**src/rtl/operand_scoreboard.sv**
```systemverilog
// operand_scoreboard: per-register pending/owner scoreboard giving operand ready,
// bypass select and a single issue stall for the decode->issue boundary.  Rev 1.0
`default_nettype none

module operand_scoreboard #(
   parameter int NREG = 34,
   parameter int NRD  = 3,
   parameter int NWB  = 3,
   parameter int AW   = $clog2(NREG),
   parameter int SW   = (NWB > 1) ? $clog2(NWB) : 1
) (
   input  logic                   clk,
   input  logic                   resetn,
   input  logic                   issue_valid,
   input  logic [NRD-1:0][AW-1:0] src,
   input  logic [NRD-1:0]         src_used,
   input  logic [AW-1:0]          dst,
   input  logic [SW-1:0]          dst_port,
   input  logic [NWB-1:0]         wb_valid,
   input  logic [NWB-1:0][AW-1:0] wb_dst,
   input  logic                   flush,
   output logic [NRD-1:0]         src_ready,
   output logic [NRD-1:0][SW:0]   src_fwd,
   output logic                   stall,
   output logic                   issue_fire,
   output logic                   err,
   output logic [31:0]            stall_cnt
);

   localparam int          NIDX   = 2**AW;
   localparam logic [AW:0] NREG_V = (AW+1)'(NREG);
   localparam logic [SW:0] NWB_V  = (SW+1)'(NWB);
   localparam logic [SW:0] ONE    = (SW+1)'(1);

   logic [NREG-1:0] r_pending;
   logic [SW-1:0]   r_owner [NREG];
   logic            r_err;
   logic [31:0]     r_stall_cnt;

   logic [NIDX-1:0] w_pend;
   logic [NIDX-1:0] w_deliv;
   logic [SW-1:0]   w_own [NIDX];
   logic [NWB-1:0]  w_wb_hit;
   logic [NWB-1:0]  w_wb_bad;
   logic            w_dup;
   logic            w_waw;
   logic            w_dst_live;
   logic            w_err_now;

   // Pad state views to the full index space so any AW-bit index is in range.
   for (genvar r = 0; r < NIDX; r++) begin : g_idx
      if (r < NREG) begin : g_live
         assign w_pend[r]  = r_pending[r];
         assign w_own[r]   = r_owner[r];
         assign w_deliv[r] = ({1'b0, r_owner[r]} < NWB_V) && wb_valid[r_owner[r]]
                             && (wb_dst[r_owner[r]] == AW'(r));
      end else begin : g_pad
         assign w_pend[r]  = 1'b0;
         assign w_own[r]   = '0;
         assign w_deliv[r] = 1'b0;
      end
   end

   always_comb begin
      w_wb_hit = '0;
      w_wb_bad = '0;
      w_dup    = 1'b0;
      for (int j = 0; j < NWB; j++) begin
         w_wb_hit[j] = wb_valid[j] && w_pend[wb_dst[j]] && (w_own[wb_dst[j]] == SW'(j));
         w_wb_bad[j] = wb_valid[j] && (wb_dst[j] != '0) && !w_wb_hit[j];
         for (int k = j + 1; k < NWB; k++) begin
            if (wb_valid[j] && wb_valid[k] && (wb_dst[j] != '0) && (wb_dst[j] == wb_dst[k]))
               w_dup = 1'b1;
         end
      end
   end

   always_comb begin
      src_ready = '1;
      src_fwd   = '0;
      for (int i = 0; i < NRD; i++) begin
         if (src_used[i] && w_pend[src[i]]) begin
            src_ready[i] = w_deliv[src[i]];
            src_fwd[i]   = w_deliv[src[i]] ? ({1'b0, w_own[src[i]]} + ONE) : '0;
         end
      end
   end

   assign w_dst_live = (dst != '0) && ({1'b0, dst} < NREG_V);
   assign w_waw      = w_pend[dst] && !w_deliv[dst];
   assign stall      = issue_valid && (!(&src_ready) || w_waw) && !flush;
   assign issue_fire = issue_valid && !stall && !flush;
   assign w_err_now  = ((|w_wb_bad) && !flush) || w_dup
                       || (issue_fire && ({1'b0, dst_port} >= NWB_V));
   assign err        = r_err;
   assign stall_cnt  = r_stall_cnt;

   always_ff @(posedge clk or negedge resetn) begin
      if (!resetn) begin
         r_pending   <= '0;
         r_err       <= 1'b0;
         r_stall_cnt <= '0;
         for (int r = 0; r < NREG; r++) r_owner[r] <= '0;
      end else begin
         if (flush) begin
            r_pending <= '0;
         end else begin
            for (int j = 0; j < NWB; j++) begin
               if (w_wb_hit[j]) r_pending[wb_dst[j]] <= 1'b0;
            end
            // Later assignment lets a same-cycle issue override the writeback clear.
            if (issue_fire && w_dst_live) begin
               r_pending[dst] <= 1'b1;
               r_owner[dst]   <= dst_port;
            end
         end
         if (w_err_now) r_err <= 1'b1;
         if (stall && (r_stall_cnt != 32'hFFFF_FFFF)) r_stall_cnt <= r_stall_cnt + 32'd1;
      end
   end

endmodule

`default_nettype wire

```
**config.mk**
```make
export PLATFORM = sky130hd
export DESIGN_NAME = operand_scoreboard
export DESIGN_NICKNAME = d
export VERILOG_FILES = /design/src/rtl/operand_scoreboard.sv
export SDC_FILE = /design/constraint.sdc
export NUM_CORES = 1
export LEC_CHECK = 0
export BUFFER_PORTS_ARGS = -buffer_cell sky130_fd_sc_hd__buf_2
export CORE_MARGIN = 8
export CORE_UTILIZATION = 40
export CTS_CLUSTER_DIAMETER = 100
export DETAILED_ROUTE_END_ITERATION = 8
export SETUP_SLACK_MARGIN = 0.05
export SLEW_MARGIN = 5
export SYNTH_ARGS = -nofsm -noshare
export SYNTH_HDL_FRONTEND = slang
export SYNTH_SLANG_ARGS = --single-unit
```
**constraint.sdc**
```tcl
create_clock -name clk -period 6.6 [get_ports clk]
set_input_delay 0.33 -clock clk [delete_from_list [all_inputs] [get_ports clk]]
set_output_delay 0.33 -clock clk [all_outputs]
set_load 0.03 [all_outputs]
```
==> impl_metrics.yaml <==
run_status:
  status: "completed"
synthesis:
  synth_seq_cells: 135
  synth_top_cell_area_share_pct: 21.1
  synth_edf_count: 0
  synth_cells: 1803
  ys.flop_type: "dfrtp_1"
  yosysSeqAreaShare_pct: 21.1
  synth_common_cells: "147 x clkbuf_1, 135 x dfrtp_1, 110 x mux4_2, 103 x nand2_1, 96 x nor2_1"
  synth.avg_cell_area_um2: 8.87
  yosys-top-cells-area: "dfrtp_1 21%, mux4_2 15%, mux2_2 6.0%"
  yosysMostFrequentCell: "clkbuf_1"
  synth_fp_nets: 1861
  yosys.area.top_type: "dfrtp_1"
  synth_cell_types: 87
  syn_area_um2: 16000
  async_reset_ff_share_pct: 100
  yosysWarnings: 0
timing:
  rsz0062_at_grt: "no"
  setup_viol: 0
  fin_crit_ns: 5.39
  tns_ns: 0
  hold_violations: 0
  worst_pin_slew_ns: 1.33
  fmax_mhz: 185
  post-route-period-util_pct: 81.7
  slew_violations: 0
  slew_headroom_pct: 9.03
  fin_worst_skew_ns: 0.0158
placed_design:
  hpwl_um: 66500
  port_buffers: 100
  gp_congestion: 1.11
global_routing:
  antenna_found_initial: 6
  grt_use_total_pct: 39.4
  grt_overflow_total: 0
  grt_pass1_vias: 17700
  grt_start_max_net_pins: 79
  grt_pass1_wl_um: 134000
setup_path:
  criticalPathCategory: "in2out"
  cp_max_fo: 66
  endpoint_kind: "output port"
  start_kind: "input pin"
  required_ns: 6.27
  arrival_ns: 5.06
floorplanning:
  core_um2: 39600
  rows: 73
  io_pins: 101
  die_width_um: 216
  dieHeight_um: 216
  die-area_um2: 46600
  initial_core_util_pct: 40.3
layout:
  nets: 1814
  drive_gt1_share_pct: 23.4
  syn_to_final_growth_pct: 8.78
  post-route-util_pct: 43.9
power:
  p_switching_mw: 1.18
  clkPwrFrac_pct: 36.5
  leakage_nw: 6.61
  p_int_mw: 1.76
  ir_drop_v: 0.000159
  p_seq_share_pct: 34.9
  switching_share_pct: 40.0
  power_density_nw_per_um2: 169
  p_comb_share_pct: 28.5
detailed_routing:
  drt_wl_total_um: 94700
  ant_nets: 0
  drc_errors: 0
  dr.pass1.iters: 6
  avgViaCountPerCell: 7.92
  drt-initial-drc-count: 2641
  avgRoutedWirePerCell_um: 41.2
  via_count: 18200
clock_tree:
  cts.sinks: 135
  path_clk_slew_ns: 0.07
  ctsResizeCount: 0
  cts_tree: "built"
  htreeDepth: 4
  cts_buffer_depth: 2
  cts_root_buffer: "clkbuf_16"
  insertion_delay_ns: 0.45
  cts_made_buffers: 17
hold_path:
  worst_hold_path_type: "in2reg"
flow_run:
  drv_cap: 0
layout by cell type (no fill, tap or decap), types with 38 or more instances in the layout:
cell type and count:
nand2_1 103, a21oi_1 41, o21ai_0 62, dfrtp_1 135, mux2_2 85, nor4_1 51, buf_4 51, nor2b_1 38
mux2i_1 53, nand3_1 53, nand4_1 61, mux4_2 110, buf_2 99, nor2_1 96, inv_1 38, nor3_1 80
sequential cells by signal, summed over array words and instances (netlist names):
register	count
err	1
r_owner	68
r_pending	34
stall_cnt	32
layout make-up:
class                      count  area, um^2
fill                        3925       22200
multi-input combinational   1408       11600
sequential                   135        3380
timing repair buffer         153         920
tap                          525         657
clock buffer                  17         425
clock inverter                15         236
inverter                      41         154
antenna                        6        15.0
worst max-delay path, stage by stage:
cell and delay, ns:
buf_2 0.51, nand3b_1 0.95, nor4b_1 0.86, nor3_1 0.14, a22oi_1 0.25, o211ai_1 0.12
nor4b_1 0.37, a211oi_1 0.23, a2111oi_4 0.45, buf_12 0.33, and2_1 0.21, buf_2 0.21
power by group through the flow:
| stage | sequential (mW) | combinational [mW] | clock (mW) |
|---|---|---|---|
| after CTS | 1.01 | 0.797 | 1.09 |
| after detailed placement | 1.03 | 0.794 | 0 |
| after global routing | 1.02 | 0.859 | 1.12 |
| after global placement | 1.02 | 0.791 | 0 |
| after floorplan | 0.930 | 0.520 | 0 |
| final | 1.03 | 0.839 | 1.07 |
logic make-up after synthesis:
family	Yosys count	synth area share (%)
multiplexers	262	25.8
adder cells (fa/ha/maj)	4	0.313
XOR/XNOR	49	2.68
buffers and inverters	260	6.42
flip-flops	135	21.1
AND/OR/NAND/NOR	693	24.9
AO/OA/AOI/OAI	400	18.8
worst paths after layout:
| path | cells past startpoint | end | slack (ns) | start |
|---|---|---|---|---|
| worst max-delay path | 12 | issue_fire | 1.21 | wb_dst[8] |
| worst min-delay path | 4 | r_pending[30] | 0.45 | flush |
| worst max register to register | 11 | r_owner[31] | 1.86 | r_owner[35] |
| worst min register to register | 1 | stall_cnt[31] | 0.49 | stall_cnt[31] |
| max in group asynchronous | 3 | r_owner[27] | 4.79 | resetn |
| min in group asynchronous | 2 | r_owner[66] | 0.49 | resetn |
per-layer routing:
layer	track usage, %	up-vias	routed length, um
met5	3.22	-	168
met4	25.2	6	7390
met3	17.0	480	14200
met2	56.3	1714	38900
met1	47.7	8940	34000
li1	-	7069	-
through the flow:
step / instances / hold slack, ns / cell area, um^2 / power [mW] / setup WS (ns)
CTS: 2294 / 0.389 / 17400 / 2.89 / 1.47
finish: 2300 / 0.446 / 17400 / 2.94 / 1.21
floorplan: 1803 / 0.0344 / 16000 / 1.45 / 2.15
detailed placement: 2261 / 0.423 / 16700 / 1.82 / 1.52
global route: 2294 / 0.408 / 17400 / 3.00 / 1.17
global placement: 2261 / 0.418 / 16700 / 1.81 / 1.47
what timing repair did:
| item | in CTS | in global routing |
|---|---|---|
| setup buffers | 0 | 0 |
| hold endpoints to repair | 77 | 0 |
| hold buffers | 1 | 0 |
No activity file was read; power rests on OpenSTA's default activity.
